`config.mk`:
```
export PLATFORM = sky130hd
export DESIGN_NAME = instr_queue
export DESIGN_NICKNAME = d
export VERILOG_FILES = /design/src/rtl/instr_queue.sv
export SDC_FILE = /design/constraint.sdc
export NUM_CORES = 1
export LEC_CHECK = 0
export BUFFER_PORTS_ARGS = -buffer_cell sky130_fd_sc_hd__buf_2
export CAP_MARGIN = 20
export CORE_AREA = 5 5 215 217
export CTS_CLUSTER_SIZE = 10
export DETAILED_ROUTE_END_ITERATION = 8
export DIE_AREA = 0 0 220 222
export PLACE_DENSITY = 0.66
export SYNTH_ARGS = -nofsm -noshare
export SYNTH_HDL_FRONTEND = slang
export SYNTH_SLANG_ARGS = --single-unit
```
`constraint.sdc`:
```
create_clock -name clk -period 17.9 [get_ports clk]
set_clock_uncertainty 0.2 [all_clocks]
set_input_delay 3.58 -clock clk [delete_from_list [all_inputs] [get_ports clk]]
set_output_delay 3.58 -clock clk [all_outputs]
set_load 0.02 [all_outputs]
```
`src/rtl/instr_queue.sv`:
```
// Instruction queue between fetch and decode: a DEPTH-entry FIFO of
// {pc, instr, exc} with flush. The head is presented combinationally and
// reads as all-zero (a NOP) when the queue is empty.
// Optional feature: define IQ_BYPASS_EN to let an instruction offered to an
// empty queue appear at the output in the same cycle.
module instr_queue #(
  parameter int DEPTH = 8
) (
  input  logic                       clk,
  input  logic                       rst_n,
  input  logic                       flush,
  input  logic                       in_valid,
  output logic                       in_ready,
  input  logic [31:0]                in_pc,
  input  logic [31:0]                in_instr,
  input  logic                       in_exc,
  output logic                       out_valid,
  input  logic                       out_ready,
  output logic [31:0]                out_pc,
  output logic [31:0]                out_instr,
  output logic                       out_exc,
  output logic [$clog2(DEPTH):0]     count
);

  localparam int AW = $clog2(DEPTH);
  localparam int CW = AW + 1;
  localparam logic [CW-1:0] DEPTH_C = CW'(DEPTH);
  localparam logic [CW-1:0] ONE_C   = CW'(1);
  localparam logic [AW-1:0] PTR_ONE = AW'(1);

  // Entry storage; written only on a push, never reset.
  logic [31:0] pc_mem    [DEPTH];
  logic [31:0] instr_mem [DEPTH];
  logic        exc_mem   [DEPTH];

  logic [AW-1:0] rd_ptr_q, rd_ptr_d;
  logic [AW-1:0] wr_ptr_q, wr_ptr_d;
  logic [CW-1:0] count_q, count_d;

  logic empty;
  logic bypass_take;
  logic push_en;
  logic pop_en;

  assign empty = (count_q == '0);
  assign count = count_q;

  // Handshake decode: in_ready depends only on state and flush, never out_ready.
  always_comb begin
    in_ready = (count_q < DEPTH_C) && !flush;
`ifdef IQ_BYPASS_EN
    bypass_take = empty && in_valid && !flush;
    out_valid   = !empty || bypass_take;
    // A bypassed instruction consumed in the same cycle is never stored.
    push_en     = in_valid && in_ready && !(bypass_take && out_ready);
`else
    bypass_take = 1'b0;
    out_valid   = !empty;
    push_en     = in_valid && in_ready;
`endif
    // Only stored entries move the read pointer; flush cancels any pop.
    pop_en = out_valid && out_ready && !empty && !flush;
  end

  // Head fields: stored head, the bypassed input, or zeros (NOP) when empty.
  always_comb begin
    out_pc    = 32'h0;
    out_instr = 32'h0;
    out_exc   = 1'b0;
    if (!empty) begin
      out_pc    = pc_mem[rd_ptr_q];
      out_instr = instr_mem[rd_ptr_q];
      out_exc   = exc_mem[rd_ptr_q];
    end else if (bypass_take) begin
      out_pc    = in_pc;
      out_instr = in_instr;
      out_exc   = in_exc;
    end
  end

  // Next-state for pointers and occupancy; flush overrides everything.
  always_comb begin
    rd_ptr_d = rd_ptr_q;
    wr_ptr_d = wr_ptr_q;
    count_d  = count_q;
    if (flush) begin
      rd_ptr_d = '0;
      wr_ptr_d = '0;
      count_d  = '0;
    end else begin
      if (push_en) wr_ptr_d = wr_ptr_q + PTR_ONE;
      if (pop_en)  rd_ptr_d = rd_ptr_q + PTR_ONE;
      if (push_en && !pop_en)      count_d = count_q + ONE_C;
      else if (pop_en && !push_en) count_d = count_q - ONE_C;
    end
  end

  // State registers with synchronous active-low reset.
  always_ff @(posedge clk) begin
    if (!rst_n) begin
      rd_ptr_q <= '0;
      wr_ptr_q <= '0;
      count_q  <= '0;
    end else begin
      rd_ptr_q <= rd_ptr_d;
      wr_ptr_q <= wr_ptr_d;
      count_q  <= count_d;
    end
  end

  // Entry write at the write pointer; push_en is already masked by flush.
  always_ff @(posedge clk) begin
    if (push_en) begin
      pc_mem[wr_ptr_q]    <= in_pc;
      instr_mem[wr_ptr_q] <= in_instr;
      exc_mem[wr_ptr_q]   <= in_exc;
    end
  end

endmodule

```
==> flow_summary.toml <==
[clocking]
cts_buffers = 59
cts_resized = 0
clock_path_buffers = 3
clk_pin_slew_ns = 0.05
clkLatencyLatePin_ns = 0.58
clock_sinks = 533
cts_setup_buffers = 0
tritoncts = "yes"
cts-root-buf = "clkbuf_16"
cts.hold.buffers_added = 0
cts.htree.levels = 2

[detailed_routing]
dr.first_iter.drc_count = 753
drt-total-wl_um = 39800
vias = 9248
wl_per_cell_um = 23.7
drc = 0
vias_per_cell = 5.50
dr.pass1.iters = 6
ant_nets = 0

[timing]
grt_setup_unrepaired = "no"
relSlewSlack_pct = 30.3
finalSetupTns_ns = 0
fin_crit_ns = 7.73
tightestPinTransition_ns = 1.04
finalMaxSlewViolations = 0
final.period_utilization_pct = 43.2
setup_viol = 0
max_freq_ghz = 0.129
finalHoldViolations = 0

[critical_path]
crit_top_cell = "buf_2"
path_class = "input pin to output port"
crit_arrival_ns = 3.95
crit_slowest_cell = "buf_2"
cp_cell_sequence = "buf_2, nor2_1, buf_2"
worstSetupEndpointType = "output port"
path_max_fanout = 4
r2r_cells = 12
worstPathRequired_ns = 14.12
max_stage_delay_ns = 0.16
worst_setup_path_start_kind = "input pin"

[run_status]
status = "complete, no violations"

[floorplanning]
die_h_um = 222
io_pins = 141
die_area_sq_mm = 0.0488
num_rows = 77
core_area_sq_mm = 0.0439
initial_core_util_pct = 46.3
die_w_um = 220

[yosys]
netlist_area_sq_mm = 0.0203
ys.flop_type = "edfxtp_1"
syn-num-nets = 974
ys_types = 25
yosysSeqAreaShare_pct = 78.0
syn_avg_cell_area_sq_um = 22.7
synthTopCellsByArea = "edfxtp_1, mux4_2, mux2i_1"
ys_async_sr_fraction_pct = 0
synth_warnings = 0
synth.largest_area_cell = "edfxtp_1"
post_synth_inst_count = 898
yosysTopAreaCellShare_pct = 76.8
synth_edf_count = 520
ys_ff_latch = 533

[power_and_ir_drop]
leakage_nw = 7.33
p_per_area_mw_per_mm2 = 109
vdd_ir_drop_max_v = 0.0000641
p_total_mw = 2.53

[cells_and_area]
fin_cells = 1682
syn_to_final_growth_pct = 14.5
layout-drive-gt1-share_pct = 33.6
fin_nets = 1149

[placed_design]
hpwl_um = 20500
place_congestion = 0.684
port_buffers = 140
place_inst = 1604

[grt]
gr-total-overflow = 0
grt_start_max_net_pins = 67
grt_pass1_vias = 10076
grt_pass1_wl_um = 61200
track_usage_pct = 16.6
antenna_found_initial = 9
use_met1_pct = 22.2
grt_util_met2_pct = 27.7
grtUsageMet3_pct = 3.92
busiest_layer = "met2"

[worst_hold_path]
min_path_cells = 2
holdCritPathClass = "register to register"

[run]
maxCapViolCount = 0
[flip-flops by register name, indices dropped and copies added (netlist names), named ones only]
signal	count
rd_ptr_q	3
instr_mem	256
count	4
exc_mem	8
pc_mem	256
wr_ptr_q	3
[critical path: cells and delay by family]
kind	cells	cell delay (ns)
buffers and inverters	2	0.28
and+or+nand+nor	1	0.09
[final cells by class]
type	count	area [sq um]
fillers	3474	20600
flip-flops and latches	533	15900
multi-input cells	317	4250
clock buffers	73	1530
repair buffers	159	843
well taps	592	741
clock inverters	4	30.0
inverters	3	11.3
diodes	1	2.50
[routing by layer]
layer  part of all wire, %  wire length, um
met4                   1.6              647
met3                   5.5             2210
met5                  0.26              103
met1                    42            16800
met2                    50            20100
[synth_stat cells (3+ instances only)]
cell	number
buf_1	3
clkbuf_1	14
mux4_2	130
nor2_1	84
buf_6	11
edfxtp_1	520
dfxtp_1	13
mux2i_1	67
a21oi_1	4
buf_2	17
ha_1	5
nand2b_1	5
nand3_1	3
xor2_1	4
nand2_1	5
inv_1	3
[cell families after synthesis]
logic type	share of synthesized area, %
compound gates	0.166
xor+xnor	0.215
fa+ha+maj	0.406
buf+inv	1.40
flops	78.0
mux	17.7
simple gates	2.04
[path summary, 6_finish.rpt]
kind | slack, ns | to | startpoint
worst max-delay path | 10.17 | in_ready | flush
worst min-delay path | 0.29 | register | rd_ptr_q[1]
worst min register to register | 0.29 | register | rd_ptr_q[1]
worst max register to register | 14.24 | count[3] | count[0]
[power by group]
group,internal (mW),switching [mW]
sequential,1.38,0.00567
clock,0.588,0.425
combinational,0.0489,0.0869
total,2.02,0.517
[through the flow]
stage	instance area [sq um]	util, %	worst slack [ns]	hold WS (ns)
final	23300	53.0	10.17	0.294
after detailed placement	21700	49.5	10.17	0.280
after global routing	23300	53.0	10.11	0.313
after floorplan	20300	-	8.63	0.254
after global placement	21700	49.5	10.15	0.271
after CTS	23300	53.0	10.17	0.295
[cells in the final DEF (no fill, tap or decap), types with 2 or more instances in the layout]
cell,n
nor2_1,78
clkbuf_16,59
buf_2,140
mux4_2,130
inv_1,3
mux2i_1,67
xor2_1,4
nand2b_1,5
dfxtp_4,3
buf_4,19
nor2_4,6
inv_6,3
nor3_2,2
dfxtp_1,10
clkbuf_1,14
a21oi_1,4
edfxtp_1,520
ha_1,5
nand3_1,3
nand2_1,5
Note: power is estimated with default switching activity, not from simulation.
